$ cat src/rtl/muldiv_pkg.sv
// Shared encodings for the iterative RV32M multiply/divide unit.
// Op codes mirror funct3 of the M-extension instructions.
package muldiv_pkg;

    localparam int unsigned WIDTH_DEFAULT = 32;

    localparam logic [2:0] OP_MUL    = 3'b000;
    localparam logic [2:0] OP_MULH   = 3'b001;
    localparam logic [2:0] OP_MULHSU = 3'b010;
    localparam logic [2:0] OP_MULHU  = 3'b011;
    localparam logic [2:0] OP_DIV    = 3'b100;
    localparam logic [2:0] OP_DIVU   = 3'b101;
    localparam logic [2:0] OP_REM    = 3'b110;
    localparam logic [2:0] OP_REMU   = 3'b111;

    typedef enum logic [2:0] {StIdle, StPrep, StCalc, StFix, StDone} state_e;

endpackage

$ cat src/rtl/muldiv_unit.sv
// Iterative multiply/divide: shift-add multiply and restoring divide on unsigned
// magnitudes, with sign correction applied once at the end.
module muldiv_unit
    import muldiv_pkg::*;
#(
    parameter int unsigned WIDTH = WIDTH_DEFAULT
) (
    input  logic             clk,
    input  logic             rst_n,
    input  logic             start,
    input  logic [2:0]       op,
    input  logic [WIDTH-1:0] a,
    input  logic [WIDTH-1:0] b,
    output logic             stall,
    output logic             done,
    output logic [WIDTH-1:0] result
);

    localparam int unsigned CntW = $clog2(WIDTH);

    state_e             state_q, state_d;
    logic [CntW-1:0]    cnt_q, cnt_d;
    logic [2:0]         op_q, op_d;
    logic [WIDTH-1:0]   a_q, a_d, b_q, b_d;
    logic               neg_q, neg_d;
    logic [2*WIDTH-1:0] acc_q, acc_d;
    logic [WIDTH:0]     rem_q, rem_d;
    logic [WIDTH-1:0]   result_q, result_d;

    logic               is_div, a_signed, b_signed, a_neg, b_neg, div_zero, div_ovf;
    logic [WIDTH-1:0]   mag_a, mag_b;
    logic [WIDTH:0]     mul_sum, div_shift, div_diff;
    logic               div_ge;
    logic [2*WIDTH-1:0] prod_fix;
    logic [WIDTH-1:0]   quot_fix, rem_fix, fix_result;

    // Operand decode, valid from PREP onwards (a_q/b_q hold the raw operands there).
    always_comb begin
        is_div   = op_q[2];
        a_signed = (op_q == OP_MULH) || (op_q == OP_MULHSU) ||
                   (op_q == OP_DIV) || (op_q == OP_REM);
        b_signed = (op_q == OP_MULH) || (op_q == OP_DIV) || (op_q == OP_REM);
        a_neg    = a_signed & a_q[WIDTH-1];
        b_neg    = b_signed & b_q[WIDTH-1];
        mag_a    = a_neg ? -a_q : a_q;
        mag_b    = b_neg ? -b_q : b_q;
        div_zero = is_div && (b_q == '0);
        div_ovf  = ((op_q == OP_DIV) || (op_q == OP_REM)) &&
                   (a_q == {1'b1, {(WIDTH-1){1'b0}}}) && (b_q == '1);
    end

    // One iteration: product keeps the multiplier in its low half, the quotient
    // shifts in through acc_q's low half while the dividend shifts out.
    always_comb begin
        mul_sum   = {1'b0, acc_q[2*WIDTH-1:WIDTH]} + (acc_q[0] ? {1'b0, b_q} : '0);
        div_shift = {rem_q[WIDTH-1:0], acc_q[WIDTH-1]};
        div_diff  = div_shift - {1'b0, b_q};
        div_ge    = ~div_diff[WIDTH];
    end

    always_comb begin
        prod_fix = neg_q ? -acc_q : acc_q;
        quot_fix = neg_q ? -acc_q[WIDTH-1:0] : acc_q[WIDTH-1:0];
        rem_fix  = neg_q ? -rem_q[WIDTH-1:0] : rem_q[WIDTH-1:0];
        case (op_q)
            OP_MUL:                        fix_result = prod_fix[WIDTH-1:0];
            OP_MULH, OP_MULHSU, OP_MULHU:  fix_result = prod_fix[2*WIDTH-1:WIDTH];
            OP_DIV, OP_DIVU:               fix_result = quot_fix;
            default:                       fix_result = rem_fix;
        endcase
    end

    always_ff @(posedge clk) begin
        if (!rst_n) begin
            state_q  <= StIdle;
            cnt_q    <= '0;
            op_q     <= '0;
            a_q      <= '0;
            b_q      <= '0;
            neg_q    <= 1'b0;
            acc_q    <= '0;
            rem_q    <= '0;
            result_q <= '0;
        end else begin
            state_q  <= state_d;
            cnt_q    <= cnt_d;
            op_q     <= op_d;
            a_q      <= a_d;
            b_q      <= b_d;
            neg_q    <= neg_d;
            acc_q    <= acc_d;
            rem_q    <= rem_d;
            result_q <= result_d;
        end
    end

    always_comb begin
        state_d = state_q;
        unique case (state_q)
            StIdle:  if (start) state_d = StPrep;
            StPrep:  state_d = (div_zero || div_ovf) ? StDone : StCalc;
            StCalc:  if (cnt_q == '0) state_d = StFix;
            StFix:   state_d = StDone;
            StDone:  state_d = StIdle;
            default: state_d = StIdle;
        endcase
    end

    always_comb begin
        cnt_d    = cnt_q;
        op_d     = op_q;
        a_d      = a_q;
        b_d      = b_q;
        neg_d    = neg_q;
        acc_d    = acc_q;
        rem_d    = rem_q;
        result_d = '0;
        unique case (state_q)
            StIdle: begin
                if (start) begin
                    op_d = op;
                    a_d  = a;
                    b_d  = b;
                end
            end
            StPrep: begin
                neg_d = (is_div && op_q[1]) ? a_neg : (a_neg ^ b_neg);
                b_d   = mag_b;
                acc_d = {{WIDTH{1'b0}}, mag_a};
                rem_d = '0;
                cnt_d = CntW'(WIDTH - 1);
                if (div_zero) begin
                    result_d = op_q[1] ? a_q : '1;
                end else if (div_ovf) begin
                    result_d = op_q[1] ? '0 : a_q;
                end
            end
            StCalc: begin
                cnt_d = cnt_q - 1'b1;
                if (is_div) begin
                    rem_d = div_ge ? div_diff : div_shift;
                    acc_d = {acc_q[2*WIDTH-1:WIDTH], acc_q[WIDTH-2:0], div_ge};
                end else begin
                    acc_d = {mul_sum, acc_q[WIDTH-1:1]};
                end
            end
            StFix:   result_d = fix_result;
            default: ;
        endcase
    end

    always_comb begin
        stall  = ((state_q == StIdle) && start) || (state_q == StPrep) ||
                 (state_q == StCalc) || (state_q == StFix);
        done   = (state_q == StDone);
        result = result_q;
    end

endmodule

$ cat config.mk
export PLATFORM = sky130hd
export DESIGN_NAME = muldiv_unit
export DESIGN_NICKNAME = d
export VERILOG_FILES = /design/src/rtl/muldiv_pkg.sv /design/src/rtl/muldiv_unit.sv
export SDC_FILE = /design/constraint.sdc
export NUM_CORES = 1
export LEC_CHECK = 0
export BUFFER_PORTS_ARGS = -buffer_cell sky130_fd_sc_hd__buf_2
export CORE_UTILIZATION = 62
export DETAILED_ROUTE_END_ITERATION = 10
export GPL_TIMING_DRIVEN = 0
export HOLD_SLACK_MARGIN = 0.05
export PLACE_DENSITY = 0.81
export SLEW_MARGIN = 30
export SYNTH_ARGS = -nofsm -noshare
export SYNTH_HDL_FRONTEND = slang
export SYNTH_SLANG_ARGS = --single-unit
$ cat constraint.sdc
create_clock -name clk -period 3.83 [get_ports clk]
set_clock_uncertainty 0.2 [all_clocks]
set_input_delay 0.1915 -clock clk [delete_from_list [all_inputs] [get_ports clk]]
set_output_delay 0.1915 -clock clk [all_outputs]
set_load 0.1 [all_outputs]
==> impl_metrics.ini <==
[outcome]
status = complete, but fails checks
violations = setup timing

[clock_tree]
cts_htree_levels = 1
clock_path_buffers = 3
cts_tree = yes
clk_root_buffer_cell = clkbuf_16
cts_sinks = 204
clk_latency_ps = 550
cts_buffers = 24
clkSlewWorstSetupHoldPaths_ps = 70

[floorplanning]
io_pins = 104
die_h_um = 161.9
core_area_sq_um = 25110
rows = 58
fp.dieW_um = 161.9
die-area_sq_um = 26210
initial_core_util = 0.6314

[hold_path]
hold_class = in2reg
hold_depth = 4
hold_path_end = b_q[0]$_SDFFE_PN0P_
worstHoldStart = b[0]

[place]
dp.final_hpwl_mm = 49.77
gp_congestion = 1.064
portBuffers = 103

[timing]
rsz0062_at_grt = true
fin_crit_ps = 3878
slew_headroom = 0.3768
drv_slew = 0
final-setup-viol-count = 4
fin_crit_sh = 1.013
hold_ws_ps = 225.0
worstMarginPinSlew_ps = 934.8
worst_slack_ps = -47.88
finalHoldViolations = 0
tns_ps = -92.98
max_freq_ghz = 0.2579

[routing]
initialDrtViolationCount = 3377
drc = 0
antenna_left = 0
vias_per_cell = 7.012
vias = 19250
drt-wirelength-per-cell_um = 24.91
routed_wl_mm = 68.39
drt_first_pass_iters = 7

[final_layout]
fin_nets = 2542
drive_above_1_share = 0.09317
area.growth.synth_to_final_pct = 16.49

[run]
maxCapViolCount = 0

[worst_setup_path]
crit_type = reg2reg
crit_path_end_kind = flop
r2r_cells = 11
path_max_fanout = 10
r2r_slack_ps = -50
start_kind = flop
r2r-end = result[11]$_SDFF_PN0_
cp.required_ps = 4070
cp.arrival_ps = 4120
reg2reg_from = b_q[1]$_SDFFE_PN0P_

[logic_synthesis]
ys_seq_area_frac = 0.2576
yosysTopAreaCell = dfxtp_1
postSynthCellCount = 2197
synth_common_cells = nand2_1, nor2_1, dfxtp_1, o21ai_0, a21oi_1
ys_warn_count = 0
yosysMostFrequentCell = nand2_1
synthAdderAreaFrac = 0.05856
syn_area_per_cell_sq_um = 7.216
synthSimpleGateAreaFrac = 0.2385
yosysUniqueCellTypes = 80
synthFlopType = dfxtp_1
ys_ff_latch = 204
synth_area_sq_um = 15850
syn-num-nets = 2340
ys_top_cells_by_area = dfxtp_1, nand2_1, o21ai_0, a21oi_1, xnor2_1
synth_edf_count = 0
synth_top_family_by_area = compound AO/OA/AOI/OAI gates
synth_mux_area_frac = 0.03102
synth-xor-area-share = 0.08784
synthArstFlopShare = 0
netlist.area_leader.share = 0.2576
synth_compound_area_frac = 0.2746

[pwr]
total_power_uw = 6766
max-vdd-ir-drop_mv = 0.3408
power_per_cell_area_nw_per_um2 = 366.4
p_leak_uw = 0.007205

[grt]
gr-total-overflow = 0
grt_use_total = 0.5073
grt_pass1_wl_mm = 101.9
antenna_found_initial = 2
grt_pass1_vias = 17840
grt_start_max_net_pins = 13
==> placed cells by master, fill, tap and decap left out, types with 55 or more instances in the layout <==
cell type      Yosys  routed
nand2_1          293     292
nor2_1           212     209
dfxtp_1          204     198
o21ai_0          193     188
a21oi_1          181     178
clkbuf_1         115     113
buf_2              5     108
xnor2_1          103     103
dlygate4sd3_1      0      71
ha_1              71      70
inv_1             68      66
a211oi_1          59      59
xor2_1            56      56
nor3_1            57      55
==> worst max path at each step <==
stage	depth (start not counted)	to	startpoint	slack, ps
6_report	11	result[11]$_SDFF_PN0_	b_q[1]$_SDFFE_PN0P_	-50
5_1_grt	9	acc_q[30]$_SDFFE_PN0P_	a_q[18]$_SDFFE_PN0P_	-90
4_1_cts	10	result[30]$_SDFF_PN0_	b_q[1]$_SDFFE_PN0P_	2
3_5_place_dp	9	result[8]$_SDFF_PN0_	acc_q[0]$_SDFFE_PN0P_	-600
3_3_place_gp	9	result[8]$_SDFF_PN0_	acc_q[0]$_SDFFE_PN0P_	-680
2_1_floorplan	13	rem_q[26]$_SDFFE_PN0P_	b_q[11]$_SDFFE_PN0P_	300
==> state kept, by name, summed over array words and instances (netlist names) <==
signal   count
op_q         3
neg_q        1
b_q         32
state_q      3
rem_q       32
a_q         32
cnt_q        5
result      32
acc_q       64
==> cell type report <==
type / instances / area (sq um)
Multi-Input combinational cell: 1781 / 11080
Timing Repair Buffer: 180 / 1271
Clock buffer: 33 / 664.4
Fill cell: 1896 / 6641
Clock inverter: 9 / 117.6
Antenna cell: 1 / 2.502
Tap cell: 330 / 412.9
Sequential cell: 204 / 4091
Inverter: 70 / 262.8
Buffer: 138 / 565.5
==> metrics by stage <==
stage / setup slack (ps) / util / area (sq um) / instances
floorplan: 302.8 / - / 15850 / 2197
global placement: -676.1 / 0.6684 / 16780 / 2630
detailed placement: -600.1 / 0.6684 / 16780 / 2630
CTS: 2.089 / 0.7293 / 18310 / 2741
global route: -93.21 / 0.7355 / 18470 / 2746
finish: -47.88 / 0.7355 / 18470 / 2746
==> logic make-up (layout without fill, tap and decap cells) <==
logic type,after synthesis,count (layout)
xor gates and xnor gates,159,159
and+or+nand+nor,807,807
adders and majority gates,73,73
other,0,1
AOI/OAI and AO/OA,693,693
muxes,49,49
buffers and inverters,212,430
DFF,204,204
==> worst max-delay path, cell delays in order (launching register included) <==
cell and delay (ps):
dfxtp_2 380, inv_2 140, ha_2 260, or3b_4 410, or4_4 560, or2_4 300
or4_4 560, nor3_4 220, buf_4 200, buf_4 180, o21ai_1 130, a211oi_1 240
==> per-layer routing <==
layer	vias up	GRT usage	share of wire	wire length, um
met5	-	0	0.00020	14
met4	2	0.3744	0.095	6504
met2	1690	0.7725	0.42	28510
li1	8371	-	-	-
met3	519	0.1336	0.13	8612
met1	8672	0.6157	0.36	24750
==> power by group <==
group          total, uW  internal [uW]  switching (uW)
sequential          2420           2240             185
clock               2330           1350             974
combinational       2020            679            1340
total               6770           4270            2500
==> what timing repair did <==
action                                  in CTS  in global routing
endpoints found under the setup margin      50                 72
setup buffers                                0                  6
resized for setup                           13                 40
hold buffers                                71                  0
hold endpoints to repair                    71                  0
pin swaps                                    1                  8
Power figures use the tool's default switching activity.
